[src/rtl/rbus_arb_rr_nto1.sv]
// Frame-aware round-robin arbiter: shares one rbus output among N requesters,
// granting one whole frame (short = 1 word, long = LONG_LEN words) at a time,
// registering the granted stream onto the output and flagging protocol errors.
module rbus_arb_rr_nto1 #(
  parameter int unsigned N        = 4,
  parameter int unsigned LONG_LEN = 9
) (
  input  logic            clk,
  input  logic            rst,
  input  logic [N-1:0]    i_req,
  input  logic [N-1:0]    i_long,
  output logic [N-1:0]    i_gnt,
  input  logic [N-1:0]    i_stb,
  input  logic [N-1:0]    i_sof,
  input  logic [72*N-1:0] i_data,
  output logic            o_stb,
  output logic            o_sof,
  output logic [71:0]     o_data,
  input  logic [1:0]      o_rdy,
  output logic            ff_err
);

  localparam int unsigned PW = (N > 1) ? $clog2(N) : 1;

  typedef enum logic [1:0] {IDLE, GRANT, XFER} state_t;

  state_t        state_q;
  logic [PW-1:0] ptr_q;
  logic [PW-1:0] sel_q;
  logic          long_q;
  logic [7:0]    cnt_q;

  logic          found_d;
  logic [PW-1:0] pick_d;
  logic [N-1:0]  gnt_d;
  logic [N-1:0]  sel_mask;
  logic          sel_stb;
  logic          sel_sof;
  logic [71:0]   sel_data;
  logic          err_d;

  // Round-robin search: first eligible requester after the pointer, wrapping.
  always_comb begin
    logic [PW-1:0] idx;
    found_d = 1'b0;
    pick_d  = '0;
    idx     = '0;
    for (int unsigned i = 1; i <= N; i++) begin
      idx = PW'((32'(ptr_q) + i) % N);
      if (!found_d && i_req[idx] && o_rdy[i_long[idx]]) begin
        found_d = 1'b1;
        pick_d  = idx;
      end
    end
    gnt_d = '0;
    gnt_d[pick_d] = 1'b1;
  end

  // Select the granted lane and classify protocol violations for this cycle.
  always_comb begin
    sel_data = '0;
    for (int unsigned i = 0; i < N; i++) begin
      if (sel_q == PW'(i)) sel_data = i_data[i*72 +: 72];
    end
    sel_stb  = i_stb[sel_q];
    sel_sof  = i_sof[sel_q];
    sel_mask = '0;
    if (state_q != IDLE) sel_mask[sel_q] = 1'b1;
    err_d = (|(i_stb & ~sel_mask))
          || (state_q == GRANT && sel_stb && !sel_sof)
          || (state_q == XFER  && sel_stb &&  sel_sof);
  end

  // Arbitration FSM with registered grant, datapath and sticky error flag.
  always_ff @(posedge clk or posedge rst) begin
    if (rst) begin
      state_q <= IDLE;
      ptr_q   <= PW'(N - 1);
      sel_q   <= '0;
      long_q  <= 1'b0;
      cnt_q   <= '0;
      i_gnt   <= '0;
      o_stb   <= 1'b0;
      o_sof   <= 1'b0;
      o_data  <= '0;
      ff_err  <= 1'b0;
    end else begin
      o_stb <= 1'b0;
      if (err_d) ff_err <= 1'b1;
      unique case (state_q)
        IDLE: begin
          if (found_d) begin
            i_gnt   <= gnt_d;
            sel_q   <= pick_d;
            ptr_q   <= pick_d;
            long_q  <= i_long[pick_d];
            state_q <= GRANT;
          end
        end
        GRANT: begin
          if (sel_stb && sel_sof) begin
            o_stb  <= 1'b1;
            o_sof  <= 1'b1;
            o_data <= sel_data;
            cnt_q  <= long_q ? 8'(LONG_LEN - 1) : 8'd0;
            if (long_q) begin
              state_q <= XFER;
            end else begin
              state_q <= IDLE;
              i_gnt   <= '0;
            end
          end else if (!sel_stb && !i_req[sel_q]) begin
            // Requester withdrew before sending: release without error.
            state_q <= IDLE;
            i_gnt   <= '0;
          end
        end
        XFER: begin
          if (sel_stb) begin
            // A repeated sof is forwarded as a body word.
            o_stb  <= 1'b1;
            o_sof  <= 1'b0;
            o_data <= sel_data;
            cnt_q  <= cnt_q - 8'd1;
            if (cnt_q == 8'd1) begin
              state_q <= IDLE;
              i_gnt   <= '0;
            end
          end
        end
        default: state_q <= IDLE;
      endcase
    end
  end

endmodule

[config.mk]
export PLATFORM = sky130hd
export DESIGN_NAME = rbus_arb_rr_nto1
export DESIGN_NICKNAME = d
export VERILOG_FILES = /design/src/rtl/rbus_arb_rr_nto1.sv
export SDC_FILE = /design/constraint.sdc
export NUM_CORES = 1
export LEC_CHECK = 0
export CORE_ASPECT_RATIO = 0.5
export CORE_UTILIZATION = 35
export CTS_CLUSTER_DIAMETER = 120
export DETAILED_ROUTE_END_ITERATION = 16
export PLACE_DENSITY = 0.77
export SYNTH_ARGS = -nofsm -noshare
export SYNTH_HDL_FRONTEND = slang
export SYNTH_SLANG_ARGS = --single-unit
[constraint.sdc]
create_clock -name clk -period 4.65 [get_ports clk]
set_input_delay 1.395 -clock clk [delete_from_list [all_inputs] [get_ports clk]]
set_output_delay 1.395 -clock clk [all_outputs]
set_load 0.01 [all_outputs]
* Word level (Yosys, flattened, before mapping)
Index checks and enable logic that the tools add are counted.
** Storage, ports and cells
- Bits in registers :: 94
- Latch bits :: 0
- Bits in writable memories :: 0
- ROM bits :: 0
- Bits of input ports :: 308
- Output and inout bits :: 79
- Word-level logic and storage cells :: 150
- Memories kept :: 0
** Cells by class
- Add/subtract/negate cells :: 5
- Multipliers :: 0
- Divide/modulo/power cells :: 0
- Order comparisons :: 12
- Eq/ne operators :: 12
- Shift-type cells :: 0
- Multiplexer cells :: 76
- Bitwise logic cells :: 2
- Reduce and logical (&&, ||, !) cells :: 33
** Operators with widths (number)
- $mux 72 :: 6
- $pmux 72 s2 :: 1
- $mux 4 :: 8
- $mux 1 :: 30
- $bmux 1 s2 :: 12
- $mux 2 :: 10
- $lt 2x3->1 const B :: 6
- $mux 8 :: 2
- $pmux 8 s2 :: 1
- $logic_and 1x1->1 :: 15
- $pmux 4 s3 :: 1
- $eq 8x1->1 const B :: 1
- $lt 1x2->1 const B :: 4
- $sub 8x1->8 const B :: 1
- $eq 2x2->1 const B :: 3
- $logic_not 1->1 :: 6
- $pmux 2 s3 :: 1
- $reduce_and 6->1 :: 1
- $add 2x1->2 const B :: 2
- $add 2x2->2 const B :: 2
- $and 4x4->4 :: 1
- $demux 1 s2 :: 2
- $eq 2x1->1 const B :: 2
- $ge 2x1->1 const B :: 2
- other kinds (14) :: 20

* Depth between registers and ports, before layout
- Depth in word-level cells :: 25
- Gate-level depth with buffers :: 10
- Depth with buffers taken out :: 9

* Worst setup path after synthesis
No wires, ideal clock.
- Path kind :: input to register
- From :: in i_long[0]
- To :: reg i_gnt[1]
- Setup time :: 64 ps
- Arrival :: 3268 ps
- Data required time :: 4586 ps
- Path slack :: 1318 ps
- Stages :: 8
- Path through :: mux4_2 mux2i_2 a211oi_4 o41ai_2 or3_1 buf_6 nor4b_4 a21o_1
** Between the ends
- Word-level cells in the longest chain between the ends :: 24
** RTL lines
- start, declared :: line 11 : input logic [N-1:0] i_long,
- $bmux 1 s2 :: line 50 : if (!found_d && i_req[idx] && o_rdy[i_long[idx]]) begin
- $mux 1 (not written as such) (3 in a row) :: line 50
- $logic_and 1x1->1 :: line 50
- $mux 1 :: line 50
- $logic_not 1->1 :: line 50
- $logic_and 1x1->1 (2 in a row) :: line 50
- $mux 1 :: line 50
- $logic_not 1->1 :: line 50
- (+4 left out)
- $logic_and 1x1->1 (2 in a row) :: line 50
- $mux 2 :: line 50
- $lt 2x3->1 (not written as such) or $ge 2x1->1 (tied branches) :: line 56 : gnt_d[pick_d] = 1'b1;
- $logic_and 1x1->1 (not written as such) :: line 56
- $mux 1 (not written as such) :: line 56
- $demux 1 s2 :: line 56
- $mux 4 :: line 92 : if (found_d) begin
- $pmux 4 s3 :: line 90 : unique case (state_q)
- end signal, assigned :: line 93 : i_gnt <= gnt_d;
- end, declared :: line 12 : output logic [N-1:0] i_gnt,
Parallel ways exist; a longest one is shown, timed or not. The select of a mux whose other input is x is not followed.
A chain may end at the register's enable or synchronous reset.

* Worst setup path in the final report
- From :: in i_long[0]
- To :: reg long_q
** Between the ends
- Word-level cells in the longest chain between the ends :: 20
** RTL lines
- $bmux 1 s2 :: line 50
- $mux 1 (not written as such) (3 in a row) :: line 50
- $logic_and 1x1->1 :: line 50
- $mux 1 :: line 50
- $logic_not 1->1 :: line 50
- $logic_and 1x1->1 (2 in a row) :: line 50
- $mux 1 :: line 50
- $logic_not 1->1 :: line 50
- $logic_and 1x1->1 (2 in a row) :: line 50
- $mux 1 :: line 50
- $logic_not 1->1 :: line 50
- $logic_and 1x1->1 (2 in a row) :: line 50
- $mux 2 :: line 50
- $bmux 1 s2 :: line 96 : long_q <= i_long[pick_d];
- $mux 1 (not written as such) :: line 96
- end signal, assigned :: line 96
- end, declared :: line 30 : logic long_q;
Parallel ways exist; a longest one is shown, timed or not. The select of a mux whose other input is x is not followed.

==> flow_metrics.py <==
metrics = {
    "status": {
        "status": "complete, no violations",
    },
    "worst_setup_path": {
        "path_max_fanout": 8,
        "crit_chain": "clkdlybuf4s50_1, mux4_2, mux2i_1, o32ai_1, a211oi_1, a31oi_2, mux2i_1, mux2i_1",
        "critPathBufInv": 1,
        "max_stage_delay_ps": 550,
        "cp.required_ps": 4860,
        "crit_top_cell": "mux2i_1",
        "r2r-end": "long_q",
        "cp_slowest_cell": "clkdlybuf4s50_1",
        "crit_type": "in2reg",
        "path_delay_family": "multiplexers",
        "rrSetupSlack_ps": 1540,
        "reg2regPathDepth": 7,
        "endpoint_kind": "flip-flop",
        "worstReg2RegStart": "ptr_q[0]",
        "crit_path_start_kind": "input port",
        "critical_path_arrival_ps": 4040,
    },
    "logic_synthesis": {
        "postSynthCellCount": 420,
        "synthesis.area_um2": 6130,
        "synth-seq-area-share_pct": 38.4,
        "synth-main-ff-cell": "dfrtp_1",
        "yosysUniqueCellTypes": 57,
        "yosysWarnings": 0,
        "synthArstFlopShare_pct": 100,
        "avgSynthCellArea_um2": 14.6,
        "synth-edff-count": 0,
        "ys_ff_latch": 94,
        "syn-num-nets": 734,
    },
    "clocking": {
        "cts_tree": "done",
        "cts_setup_buffers": 0,
        "clk_pin_slew_ps": 60,
        "clockRootBuffer": "clkbuf_16",
        "post_cts_resized": 0,
        "cts_buffers": 9,
        "cts.sinks": 94,
        "clk_latency_ps": 330,
        "cts_buffer_depth": 2,
        "htreeDepth": 3,
        "ctsHoldBuffers": 0,
    },
    "sta": {
        "period_needed_ps": 3840,
        "fmax_mhz": 261,
        "relSlewSlack_pct": 48.9,
        "final_hold_viol_count": 0,
        "setup_tns_ps": 0,
        "finalSetupViolCount": 0,
        "hold_ws_ps": 488,
        "slew_viol_final": 0,
        "worst_pin_slew_ps": 767,
        "post-route-period-util_pct": 82.5,
        "skew_ps": 4.41,
        "rsz0062_at_grt": "no",
    },
    "hold_path": {
        "min_from": "i_gnt[1]",
        "hold_class": "reg2reg",
        "hold_depth": 1,
        "worstHoldEndpoint": "i_gnt[1]",
    },
    "floorplan": {
        "rows": 33,
        "start_util_pct": 36.6,
        "die_w_um": 189,
        "die_h_um": 95.6,
        "io_pins": 387,
        "die-area_um2": 18100,
        "coreArea_um2": 16700,
    },
    "placement": {
        "post-dp-hpwl_um": 17800,
        "place_congestion": 0.879,
        "port_buffers": 386,
    },
    "global_routing": {
        "antenna_found_initial": 1,
        "grt_pass1_wl_um": 31400,
        "grt_util_all_layers_pct": 23.4,
        "grt_max_degree": 47,
        "grt_pass1_vias": 5401,
        "grt.overflow.total": 0,
    },
    "routing": {
        "drc": 0,
        "avgRoutedWirePerCell_um": 21.0,
        "dr.first_iter.drc_count": 259,
        "routed-via-count": 5296,
        "routed_wirelength_um": 21500,
        "ant_nets": 0,
        "viasPerCell": 5.17,
        "drtPass1Iterations": 4,
    },
    "finish": {
        "antennaDiodeCount": 0,
        "final_cell_mix": "clkdlybuf4s50_1, dfrtp_1, mux4_2, mux2_2",
        "layout.nets": 1107,
        "syn_to_final_growth_pct": 71.4,
        "drive_gt1_share_pct": 24.5,
        "final_common_cell": "clkdlybuf4s50_1",
    },
    "power": {
        "p_leak_nw": 4.01,
        "ir_drop_v": 0.000373,
        "powerDensity_nw_per_um2": 578,
    },
    "job": {
        "maxCapViolations": 0,
    },
}
[state kept, by name (all words and copies together), names as in the netlist]
signal   count
cnt_q        8
ff_err       1
i_gnt        4
long_q       1
o_data      72
o_sof        1
o_stb        1
ptr_q        2
sel_q        2
state_q      2
[through the flow]
step / setup WS (ps) / power [W] / util [%] / cells / cell area (um2)
2_1_floorplan: 810 / 0.00396 / - / 420 / 6130
3_3_place_gp: 615 / 0.00532 / 61.1 / 1009 / 10200
3_5_place_dp: 534 / 0.00541 / 61.1 / 1009 / 10200
4_1_cts: 888 / 0.00616 / 62.8 / 1024 / 10500
5_1_grt: 675 / 0.00646 / 62.8 / 1024 / 10500
6_report: 814 / 0.00607 / 62.8 / 1024 / 10500
[worst max-delay path by stage]
stage               startpoint       end  cells after the start
global route         i_long[0]    long_q                      8
global placement     i_long[0]  i_gnt[1]                      8
finish               i_long[0]    long_q                      8
detailed placement   i_long[0]    long_q                      8
CTS                  i_long[0]    long_q                      8
floorplan                  rst  cnt_q[0]                      1
[worst reg2reg max path: cells and delay by family, from the launching register on]
kind / cells / cell delay [ps]
AO/OA/AOI/OAI: 3 / 1000
multiplexers: 4 / 1170
flip-flops: 1 / 810
[area by class of cell]
cell class                      instances  area [um2]
Sequential cell                        94        2360
Clock buffer                           11         243
Tap cell                              227         284
Clock inverter                          4        47.5
Fill cell                            1335        6220
Timing Repair Buffer                  393        3930
Multi-Input combinational cell        283        3590
Inverter                               12        47.5
[layer usage]
metal  vias up  part of all wire [%]  GRT usage (%)
met1      2737                    43           31.8
met4         2                   1.1           4.23
met2       123                    51           39.4
li1       2414                     -              -
met5         -                 0.042              0
met3        20                   4.8           4.71
[kinds of logic after synthesis]
logic type      after synthesis  share of synthesized area, %
flops                        94                          38.4
xor+xnor                      6                         0.858
compound gates               42                          5.51
mux                         172                          46.0
fa+ha+maj                     6                          1.23
simple gates                 57                          4.88
buf+inv                      43                          3.08
[synthesized netlist by cell type (3+ instances only)]
| cell | n | area [um2] |
|---|---|---|
| dfrtp_1 | 92 | 2300 |
| mux2_2 | 78 | 878 |
| mux4_2 | 78 | 1760 |
| clkbuf_1 | 14 | 52.6 |
| nand2_1 | 14 | 52.6 |
| nor2_1 | 14 | 52.6 |
| inv_1 | 12 | 45.0 |
| mux2i_1 | 12 | 120 |
| nand3_1 | 8 | 40.0 |
| buf_1 | 7 | 26.3 |
| buf_2 | 7 | 35.0 |
| a21oi_1 | 6 | 30.0 |
| ha_1 | 6 | 75.1 |
| a21o_1 | 4 | 30.0 |
| o21ai_0 | 4 | 20.0 |
| or3_1 | 4 | 25.0 |
| a211oi_1 | 3 | 22.5 |
| a31oi_1 | 3 | 18.8 |
| o32ai_1 | 3 | 26.3 |
| xnor2_1 | 3 | 26.3 |
| xor2_1 | 3 | 26.3 |
[report_power, final]
part	internal, W	total [W]	leakage [nW]	switching (W)
logic	0.00223	0.00373	2.75	0.00150
clock network	0.000426	0.000717	0.141	0.000291
registers	0.00125	0.00162	1.12	0.000365
No activity file was read; power rests on OpenSTA's default activity.
